File: src/rtl/prng_pkg.sv
// prng_pkg: FSM states, width limit and single-step LFSR helper shared by prng_lfsr_stream.
// Operands are carried at PRNG_MAX_WIDTH; callers zero-extend and keep the low WIDTH bits.
package prng_pkg;

  localparam int PRNG_MAX_WIDTH = 128;

  typedef enum logic [0:0] {
    PRNG_IDLE = 1'b0,
    PRNG_RUN  = 1'b1
  } prng_fsm_e;

  typedef logic [PRNG_MAX_WIDTH-1:0] prng_word_t;

  // One Fibonacci shift: feedback is the parity of the tapped state bits.
  function automatic prng_word_t lfsr_step(input prng_word_t state, input prng_word_t poly);
    return {state[PRNG_MAX_WIDTH-2:0], ^(state & poly)};
  endfunction

endpackage

File: src/rtl/prng_word_fifo.sv
// prng_word_fifo: synchronous WIDTH x DEPTH word buffer with flush, count and zeroed head when empty.
// DEPTH is a power of two so read/write pointers wrap by natural overflow.
module prng_word_fifo
  import prng_pkg::*;
#(
  parameter int WIDTH = 64,
  parameter int DEPTH = 4
) (
  input  logic                       clk,
  input  logic                       rst_n,
  input  logic                       i_flush,
  input  logic                       i_push,
  input  logic                       i_pop,
  input  logic [WIDTH-1:0]           i_data,
  output logic                       o_valid,
  output logic                       o_full,
  output logic [$clog2(DEPTH+1)-1:0] o_count,
  output logic [WIDTH-1:0]           o_head
);

  localparam int AW = (DEPTH > 1) ? $clog2(DEPTH) : 1;
  localparam int CW = $clog2(DEPTH + 1);

  logic [WIDTH-1:0] r_mem [DEPTH];
  logic [AW-1:0]    r_wr_ptr;
  logic [AW-1:0]    r_rd_ptr;
  logic [CW-1:0]    r_count;
  logic             w_empty;
  logic             w_do_pop;
  logic             w_do_push;

  assign w_empty   = (r_count == '0);
  assign o_full    = (r_count == CW'(DEPTH));
  assign o_valid   = !w_empty;
  assign o_count   = r_count;
  assign o_head    = w_empty ? '0 : r_mem[r_rd_ptr];

  // A push into a full buffer is only allowed when the head leaves on the same edge.
  assign w_do_pop  = i_pop && !w_empty && !i_flush;
  assign w_do_push = i_push && !i_flush && (!o_full || w_do_pop);

  always_ff @(posedge clk or negedge rst_n) begin
    if (!rst_n) begin
      r_wr_ptr <= '0;
      r_rd_ptr <= '0;
      r_count  <= '0;
    end else if (i_flush) begin
      r_wr_ptr <= '0;
      r_rd_ptr <= '0;
      r_count  <= '0;
    end else begin
      if (w_do_push) r_wr_ptr <= r_wr_ptr + AW'(1);
      if (w_do_pop)  r_rd_ptr <= r_rd_ptr + AW'(1);
      case ({w_do_push, w_do_pop})
        2'b10:   r_count <= r_count + CW'(1);
        2'b01:   r_count <= r_count - CW'(1);
        default: r_count <= r_count;
      endcase
    end
  end

  always_ff @(posedge clk) begin
    if (w_do_push) r_mem[r_wr_ptr] <= i_data;
  end

endmodule

File: src/rtl/prng_lfsr_stream.sv
// prng_lfsr_stream: Fibonacci LFSR word generator (STEP shifts per word) feeding a valid/ready buffer.
// Optional zero-state guard enabled by defining PRNG_LOCKUP_GUARD_EN.
//
//   state     | meaning
//   PRNG_IDLE | unseeded after reset; nothing generated until seed_load
//   PRNG_RUN  | generating one word per cycle whenever the buffer can take it
module prng_lfsr_stream
  import prng_pkg::*;
#(
  parameter int WIDTH = 64,
  parameter int STEP  = 1,
  parameter int DEPTH = 4
) (
  input  logic                       clk,
  input  logic                       rst_n,
  input  logic                       seed_load,
  input  logic [WIDTH-1:0]           seed,
  input  logic [WIDTH-1:0]           poly,
  output logic                       out_valid,
  input  logic                       out_ready,
  output logic [WIDTH-1:0]           out_data,
  output logic                       seeded,
  output logic [$clog2(DEPTH+1)-1:0] fill_level,
  output logic                       lockup_event
);

  localparam prng_word_t WORD_MASK = {PRNG_MAX_WIDTH{1'b1}} >> (PRNG_MAX_WIDTH - WIDTH);

  prng_fsm_e        r_fsm;
  prng_fsm_e        w_fsm_nxt;
  logic [WIDTH-1:0] r_state;
  logic [WIDTH-1:0] r_poly;
  logic [WIDTH-1:0] w_seed_eff;
  logic [WIDTH-1:0] w_gen_base;
  logic [WIDTH-1:0] w_gen_word;
  prng_word_t       w_acc;
  logic             w_run;
  logic             w_push;
  logic             w_pop;
  logic             w_full;
  logic             w_fifo_valid;

  always_ff @(posedge clk or negedge rst_n) begin
    if (!rst_n) r_fsm <= PRNG_IDLE;
    else        r_fsm <= w_fsm_nxt;
  end

  always_comb begin
    w_fsm_nxt = r_fsm;
    case (r_fsm)
      PRNG_IDLE: if (seed_load) w_fsm_nxt = PRNG_RUN;
      PRNG_RUN:  w_fsm_nxt = PRNG_RUN;
      default:   w_fsm_nxt = PRNG_IDLE;
    endcase
  end

  // seed_load wins over both handshake directions; the word popped that cycle is dropped.
  always_comb begin
    w_run  = (r_fsm == PRNG_RUN);
    seeded = w_run;
    w_pop  = w_fifo_valid && out_ready && !seed_load;
    w_push = w_run && !seed_load && (!w_full || w_pop);
  end

  always_comb begin
    w_acc = PRNG_MAX_WIDTH'(w_gen_base);
    for (int i = 0; i < STEP; i++) begin
      w_acc = lfsr_step(w_acc, PRNG_MAX_WIDTH'(r_poly)) & WORD_MASK;
    end
    w_gen_word = w_acc[WIDTH-1:0];
  end

`ifdef PRNG_LOCKUP_GUARD_EN
  logic w_zero_state;
  logic r_lockup;

  assign w_zero_state = (r_state == '0);
  assign w_gen_base   = w_zero_state ? WIDTH'(1) : r_state;
  assign w_seed_eff   = (seed == '0) ? WIDTH'(1) : seed;
  assign lockup_event = r_lockup;

  always_ff @(posedge clk or negedge rst_n) begin
    if (!rst_n)         r_lockup <= 1'b0;
    else if (seed_load) r_lockup <= (seed == '0);
    else                r_lockup <= w_push && w_zero_state;
  end
`else
  assign w_gen_base   = r_state;
  assign w_seed_eff   = seed;
  assign lockup_event = 1'b0;
`endif

  // poly is captured only at seed time so later bus changes cannot alter the sequence.
  always_ff @(posedge clk or negedge rst_n) begin
    if (!rst_n) begin
      r_state <= '0;
      r_poly  <= '0;
    end else if (seed_load) begin
      r_state <= w_seed_eff;
      r_poly  <= poly;
    end else if (w_push) begin
      r_state <= w_gen_word;
    end
  end

  prng_word_fifo #(
    .WIDTH (WIDTH),
    .DEPTH (DEPTH)
  ) u_fifo (
    .clk     (clk),
    .rst_n   (rst_n),
    .i_flush (seed_load),
    .i_push  (w_push),
    .i_pop   (w_pop),
    .i_data  (w_gen_word),
    .o_valid (w_fifo_valid),
    .o_full  (w_full),
    .o_count (fill_level),
    .o_head  (out_data)
  );

  assign out_valid = w_fifo_valid;

endmodule

File: config.mk
export PLATFORM = sky130hd
export DESIGN_NAME = prng_lfsr_stream
export DESIGN_NICKNAME = d
export VERILOG_FILES = /design/src/rtl/prng_pkg.sv /design/src/rtl/prng_word_fifo.sv /design/src/rtl/prng_lfsr_stream.sv
export SDC_FILE = /design/constraint.sdc
export NUM_CORES = 1
export LEC_CHECK = 0
export ABC_AREA = 1
export ABC_CLOCK_PERIOD_IN_PS = 7200
export CORE_MARGIN = 8
export CORE_UTILIZATION = 61
export DETAILED_ROUTE_END_ITERATION = 10
export PLACE_DENSITY = 0.86
export SLEW_MARGIN = 5
export SYNTH_ARGS = -nofsm -noshare
export SYNTH_HDL_FRONTEND = slang
export SYNTH_HIERARCHICAL = 1
export SYNTH_SLANG_ARGS = --single-unit
File: constraint.sdc
create_clock -name clk -period 7.2 [get_ports clk]
set_input_delay 0.72 -clock clk [delete_from_list [all_inputs] [get_ports clk]]
set_output_delay 0.72 -clock clk [all_outputs]
set_load 0.05 [all_outputs]
==> impl_results.md, run 1 <==
- Crit path max-delay cell type: sky130_fd_sc_hd__clkdlybuf4s50_1
- Initial antenna violation count: 0
- Worst hold-check path type: input port to async pin
- Count of cell types in the netlist: 34
- # H-tree levels: 2
- Reg-to-reg endpoint: u_fifo/r_mem[1][49]$_DFFE_PP_
- Filler cell count: 1,786
- Core box area: 28,500 µm²
- Vias after detailed routing: 13,825
- Kind of start point of the critical path: register
- Worst reg-to-reg path cell count: 11
- Synth Flop Type: sky130_fd_sc_hd__edfxtp_1
- Total global routing overflow: 0
- Crit-path max cell delay: 870 ps
- Overall Power: 0.00660 W
- Net total in the final layout: 2,151
- Clock latency reported for the late side of the worst-skew pair: 530 ps
- Net count after synthesis: 1,979
- Number of gates resized after CTS: 0
- Critical path, cell by cell: clkinv_2 > buf_4 > o21ai_0 > a21oi_1 > clkdlybuf4s50_1
- Core Rows: 62
- Avg Cell Area, Syn: 9.50 µm²
- Netlist Area Pre-Place: 17,500 µm²
- Final GP Congestion: 0.826
- Inserted Clock Buffers: 40
- Count of input and output buffers: 200
- Gate count after technology mapping: 1,842
- Number of detailed-routing iterations run before antenna repair: 6
- N_diodes: 0
- Die boundary width: 185 µm
- Final non-filler cell area: 21,100 µm²
- Post-CTS setup buffers: 0
- Maximum fanout along the worst path: 81
- Clock edge transition at the registers on the reported setup and hold paths: 60 ps
- Number of remaining DRC errors: 0
- Number of buffers inserted for hold repair after clock tree synthesis: 0
- Root Driver: sky130_fd_sc_hd__clkbuf_16
- Ratio of total power to cell area: 314 nW/µm²
- Placed Area: 19,600 µm²
- Status: finished clean
- Final Max Slew Viols: 0
- Minimum setup slack among reg-to-reg paths: 3540 ps
- Total Neg Setup Slack: 0 ps
- Share of the yosys chip area belonging to registers: 63.4%
- All-layer global routing usage: 26.1%
- Number of hold-slack violations in the final timing report: 0
- Max-Cap Viols: 0
- Effective utilization at floorplan: 61.5%
- Final critical delay including setup and external delays: 4390 ps
- Leakage power summed over all cells: 9.10 nW
- Pin count of the biggest net entering global routing: 131
- Data required time at the worst endpoint: 6480 ps
- Yosys warns: 6
- Wire length of the first global-routing pass: 70.9 mm
- DIE AREA: 34,400 µm²
- WL/cell: 18.4 µm
- Maximum achievable frequency: 0.228 GHz
- Proportion of synthesized flip-flops having asynchronous set or reset: 34.7%
- Endpoint type of the worst setup path: primary output
- Detailed-route wire length: 44.8 mm
- Iteration-0 DRC count of the detailed router: 1,506
- Startpoint of the worst-slack reg-to-reg timing path: u_fifo/o_count[0]$_DFFE_PN0P_
- Maximum clock insertion buffer count: 3
- Final setup fails: 0
- Post-route ant nets: 0
- Die height: 185 µm
- Type of the worst setup path: register to primary output
- Vias in the first global route: 14,043
- CTS sink count: 392
- Minimum hold slack: 250 ps
- Share of cells above drive strength 1: 6.75%
- Post-synth EDFFs: 256
- Skew final: 16.9 ps
- Share of the cycle needed by the critical path after routing: 60.9%
- Max-slew headroom: 19.2%
- Post-DP HPWL: 27.6 mm
- CTS tree: yes
- Vias per cell: 5.69
- Unrepaired setup endpoints after global routing: false
- Post-synthesis register bit count: 392
- Worst endpoint data arrival time: 3670 ps
- Transition time at the pin with the least slew margin: 1210 ps
- Number of top-level pins: 202
- Area growth, synth to finish: 20.3%
- Peak supply drop: 0.000209 V
## sequential cells by signal (all words and copies together), names as in the netlist
| name | cells |
|---|---|
| u_fifo/r_mem | 256 |
| u_fifo/r_rd_ptr | 2 |
| u_fifo/o_count | 3 |
| u_fifo/r_wr_ptr | 2 |
| r_state | 64 |
| seeded | 1 |
| r_poly | 64 |
## where the power goes
part / leakage [nW] / switching, W / internal [W]
clock: 0.699 / 0.000845 / 0.00140
combinational: 4.41 / 0.00110 / 0.000477
sequential: 4.00 / 0.000151 / 0.00263
total: 9.10 / 0.00210 / 0.00450
## cell usage after synthesis, types with 2 or more instances
library cell,number,area [µm²]
sky130_fd_sc_hd__nand4_1,3,18.8
sky130_fd_sc_hd__nor2_1,267,1000
sky130_fd_sc_hd__inv_1,115,432
sky130_fd_sc_hd__buf_4,3,22.5
sky130_fd_sc_hd__a21oi_1,67,335
sky130_fd_sc_hd__ha_1,4,50.1
sky130_fd_sc_hd__a22oi_1,2,15.0
sky130_fd_sc_hd__clkbuf_1,28,105
sky130_fd_sc_hd__buf_1,8,30.0
sky130_fd_sc_hd__nand2_1,637,2390
sky130_fd_sc_hd__o21ai_0,77,385
sky130_fd_sc_hd__xor2_1,4,35.0
sky130_fd_sc_hd__buf_2,14,70.1
sky130_fd_sc_hd__dfrtp_1,136,3400
sky130_fd_sc_hd__o21ai_1,55,275
sky130_fd_sc_hd__nor2_2,2,12.5
sky130_fd_sc_hd__xnor2_2,2,32.5
sky130_fd_sc_hd__nand3_1,15,75.1
sky130_fd_sc_hd__inv_2,21,78.8
sky130_fd_sc_hd__xnor2_1,3,26.3
sky130_fd_sc_hd__buf_6,18,203
sky130_fd_sc_hd__o221ai_1,54,473
sky130_fd_sc_hd__clkbuf_2,12,60.1
sky130_fd_sc_hd__edfxtp_1,256,7690
sky130_fd_sc_hd__o211ai_1,5,37.5
sky130_fd_sc_hd__nand2_2,26,163
## worst max-delay path, delay by kind of cell, from the launching register on
| kind | cells | cell delay (ps) |
|---|---|---|
| buffers and inverters | 3 | 2000 |
| AOI/OAI and AO/OA | 2 | 550 |
| DFF | 1 | 490 |
## per-layer routing
| layer | share of wire (%) | GRT usage [%] |
|---|---|---|
| met4 | 3.7 | 11.8 |
| met3 | 8.3 | 4.39 |
| met2 | 50 | 44.3 |
| met1 | 38 | 32.6 |
| met5 | 0 | 0 |
## through the flow
stage	std cells	setup WS [ps]	util (%)
after floorplan	1842	1660	-
after global placement	2356	3200	68.9
after detailed placement	2356	3160	68.9
after CTS	2428	2830	73.9
after global routing	2428	2670	74.0
final	2428	2810	74.0
## worst max path at each step
stage | startpoint | to | slack [ps] | cells after the start
floorplan | u_fifo/o_count[2]$_DFFE_PN0P_ | u_fifo/r_mem[0][0]$_DFFE_PP_ | 1660 | 11
global placement | out_ready | u_fifo/r_mem[1][49]$_DFFE_PP_ | 3200 | 10
detailed placement | out_ready | u_fifo/r_mem[1][49]$_DFFE_PP_ | 3160 | 10
CTS | u_fifo/r_rd_ptr[0]$_DFFE_PN0P_ | out_data[60] | 2830 | 5
global route | u_fifo/r_rd_ptr[0]$_DFFE_PN0P_ | out_data[63] | 2670 | 5
finish | u_fifo/r_rd_ptr[0]$_DFFE_PN0P_ | out_data[0] | 2810 | 5
## cells by family after synthesis
logic type | count (synthesis) | share of synthesized area, %
fa+ha+maj | 5 | 0.401
compound gates | 262 | 8.80
flops | 392 | 63.4
xor+xnor | 9 | 0.536
other cells | 1 | 0.0214
simple gates | 954 | 21.1
buf+inv | 219 | 5.72
## area by class of cell
cell class,count,area [µm²],area share (%)
clock buffer,51,1090,5.19
clock inverter,21,335,1.59
inverter,136,512,2.43
multi-input combinational,1231,5440,25.8
sequential,392,11100,52.7
tap,384,480,2.28
timing repair buffer,213,2100,9.98
## placed cells by master, fill, tap and decap left out, types with 15 or more instances in the layout
master / count
sky130_fd_sc_hd__o21ai_0: 77
sky130_fd_sc_hd__nor2_1: 263
sky130_fd_sc_hd__o21ai_1: 55
sky130_fd_sc_hd__dfrtp_1: 134
sky130_fd_sc_hd__nand3_1: 15
sky130_fd_sc_hd__a21oi_1: 67
sky130_fd_sc_hd__clkbuf_16: 41
sky130_fd_sc_hd__inv_2: 22
sky130_fd_sc_hd__o221ai_1: 54
sky130_fd_sc_hd__inv_1: 113
sky130_fd_sc_hd__nand2_2: 27
sky130_fd_sc_hd__edfxtp_1: 256
sky130_fd_sc_hd__clkdlybuf4s50_1: 198
sky130_fd_sc_hd__nand2_1: 636
Power figures use the tool's default switching activity.
==> inputs of run 2 (changes only) <==
--- a/config.mk
+++ b/config.mk
@@ -6,11 +6,11 @@
 export NUM_CORES = 1
 export LEC_CHECK = 0
 export ABC_AREA = 1
-export ABC_CLOCK_PERIOD_IN_PS = 7200
+export ABC_CLOCK_PERIOD_IN_PS = 4150
 export CORE_MARGIN = 8
-export CORE_UTILIZATION = 61
+export CORE_UTILIZATION = 56
 export DETAILED_ROUTE_END_ITERATION = 10
-export PLACE_DENSITY = 0.86
+export PLACE_DENSITY = 0.8
 export SLEW_MARGIN = 5
 export SYNTH_ARGS = -nofsm -noshare
 export SYNTH_HDL_FRONTEND = slang
==> constraint.sdc (replaced) <==
create_clock -name clk -period 4.15 [get_ports clk]
set_input_delay 0.415 -clock clk [delete_from_list [all_inputs] [get_ports clk]]
set_output_delay 0.415 -clock clk [all_outputs]
set_load 0.05 [all_outputs]
==> run 2 against run 1 <==
  * Via count fell by 3.7%
  * Clock skew fell by 8.6 ps
  * Critical path depth rose by 1
  * Combinational power rose by 73%
  * First-iteration DRC count fell by 30%
  * Sequential share of layout area fell by 0.087 points
  * Power rose by 65%
  * Register-to-register slack got worse by 2500 ps
  * Critical endpoint unchanged
  * Largest cell class unchanged
  * Largest power group unchanged
  * Highest routed layer unchanged
==> impl_results.md, run 2 (same netlist as run 1, synthesis figures left out) <==
- Register with the most flip-flops: u_fifo/r_mem
- Pin count of the biggest net entering global routing: 131
- Number of buffers inserted for hold repair after clock tree synthesis: 1
- Initial antenna violation count: 0
- Status: finished clean
- DIE AREA: 37,200 µm²
- Most common cell after layout, fill and taps aside: sky130_fd_sc_hd__nand2_1
- Inserted Clock Buffers: 39
- N_diodes: 0
- Ratio of total power to cell area: 518 nW/µm²
- Number of hold-slack violations in the final timing report: 0
- Commonest cells after routing, fill and taps aside: sky130_fd_sc_hd__nand2_1 (636), sky130_fd_sc_hd__nor2_1 (263), sky130_fd_sc_hd__edfxtp_1 (256)
- Core Rows: 64
- Unrepaired setup endpoints after global routing: false
- Max-Cap Viols: 0
- Root Driver: sky130_fd_sc_hd__clkbuf_16
- CTS tree: yes
- Clock latency reported for the late side of the worst-skew pair: 520 ps
- Kind of start point of the critical path: register
- Post-layout utilization of the core: 68.8%
- Post-CTS setup buffers: 0
- Post-route ant nets: 0
- Total global routing overflow: 0
- Maximum fanout along the worst path: 40
- Number of gates resized after CTS: 0
- Effective utilization at floorplan: 57.0%
- Vias per cell: 5.43
- Peak supply drop: 0.000274 V
- Endpoint type of the worst setup path: primary output
- Leakage power summed over all cells: 9.09 nW
- Worst hold-check path type: input port to register
- Max-slew headroom: 21.3%
- Net switching power figure: 0.00354 W
- Final Max Slew Viols: 0
- WL/cell: 17.3 µm
- All-layer global routing usage: 22.7%
- CTS sink count: 392
- Vias in the first global route: 13,398
- Area growth, synth to finish: 20.5%
- Core box area: 30,700 µm²
- Die height: 193 µm
- Number of detailed-routing iterations run before antenna repair: 5
- Internal Pwr Total: 0.00738 W
- Worst endpoint data arrival time: 3260 ps
- Number of remaining DRC errors: 0
- Clock edge transition at the registers on the reported setup and hold paths: 70 ps
- Share of the cycle needed by the critical path after routing: 88.6%
- Sequential group share of total power: 43.9%
- Skew final: 8.25 ps
- Net total in the final layout: 2,159
- Detailed-route wire length: 42.4 mm
- Overall Power: 0.0109 W
- Gate power share: 25.0%
- Vias after detailed routing: 13,307
- Switching share of power: 32.5%
- Final GP Congestion: 0.816
- Final setup fails: 0
- Count of input and output buffers: 200
- Share of cells above drive strength 1: 7.11%
- Data required time at the worst endpoint: 3730 ps
- Maximum clock insertion buffer count: 3
- Final non-filler cell area: 21,100 µm²
- Wire length of the first global-routing pass: 67.3 mm
- Final critical delay including setup and external delays: 3680 ps
- Iteration-0 DRC count of the detailed router: 1,047
- # H-tree levels: 2
- Maximum achievable frequency: 0.272 GHz
- Placed Area: 19,800 µm²
- Max reg flops: 256
- Die boundary width: 193 µm
- Type of the worst setup path: register to primary output
- Post-DP HPWL: 27.6 mm
- Number of top-level pins: 202
- Clock group share of total power: 31.1%
- Transition time at the pin with the least slew margin: 1180 ps
- Largest regs: u_fifo/r_mem: 256 flops, r_poly: 64 flops, r_state: 64 flops
==> run 2: cell count changes in the layout (fill, tap and decap cells not counted), sizes merged <==
cell,previous run,this run
inv,137,139
clkinv,11,12
buf,15,23
dlygate4sd3,0,1
clkinvlp,0,2
bufinv,9,2
clkbuf,51,53
==> run 2: final timing paths <==
| check | from | endpoint | slack, ps | cells after the start |
|---|---|---|---|---|
| max | u_fifo/o_count[0]$_DFFE_PN0P_ | out_data[0] | 470 | 6 |
| min | poly[16] | r_poly[16]$_DFFE_PN0P_ | 430 | 3 |
| max reg2reg | u_fifo/o_count[0]$_DFFE_PN0P_ | u_fifo/r_mem[1][23]$_DFFE_PP_ | 1060 | 11 |
| min reg2reg | r_poly[7]$_DFFE_PN0P_ | r_poly[7]$_DFFE_PN0P_ | 470 | 2 |
| max in group asynchronous | rst_n | r_poly[33]$_DFFE_PN0P_ | 2870 | 3 |
| min in group asynchronous | rst_n | r_poly[9]$_DFFE_PN0P_ | 460 | 2 |
==> run 2: stage by stage <==
step	cells	hold slack, ps	TNS (ps)	worst slack (ps)
after floorplan	1842	119	-87030	-340
after detailed placement	2376	458	0	1000
after global routing	2449	426	0	399
final	2449	426	0	473
after global placement	2376	456	0	1060
after CTS	2449	408	0	505
==> run 2: power groups by stage <==
stage	Combinational, W	Sequential [W]	Clock (W)
floorplan	0.00182	0.00481	0
global placement	0.00267	0.00485	0
detailed placement	0.00273	0.00487	0
finish	0.00273	0.00480	0.00339
CTS	0.00275	0.00479	0.00345
global route	0.00295	0.00483	0.00361
==> run 2: final cells by class <==
cell class | instances | area, µm²
flip-flops and latches | 392 | 11100
fillers | 2247 | 9580
multi-input cells | 1231 | 5440
repair buffers | 222 | 2310
clock buffers | 53 | 1080
inverters | 136 | 513
well taps | 396 | 495
clock inverters | 19 | 165
==> run 2: critical path, stage by stage (launching register included) <==
cell and delay [ps]:
sky130_fd_sc_hd__dfrtp_1 480, sky130_fd_sc_hd__nor2_2 90, sky130_fd_sc_hd__nand2_1 220, sky130_fd_sc_hd__inv_2 310, sky130_fd_sc_hd__buf_12 290, sky130_fd_sc_hd__a21oi_1 420, sky130_fd_sc_hd__clkdlybuf4s50_1 900
==> run 2: layer usage <==
metal	vias to the layer above	wire length, µm	part of all wire (%)	GRT usage [%]
met5	-	0	0	0
met4	0	969	2.3	7.11
met3	73	2420	5.7	3.74
met2	420	21700	51	40.1
met1	6416	17300	41	28.2
li1	6398	-	-	-
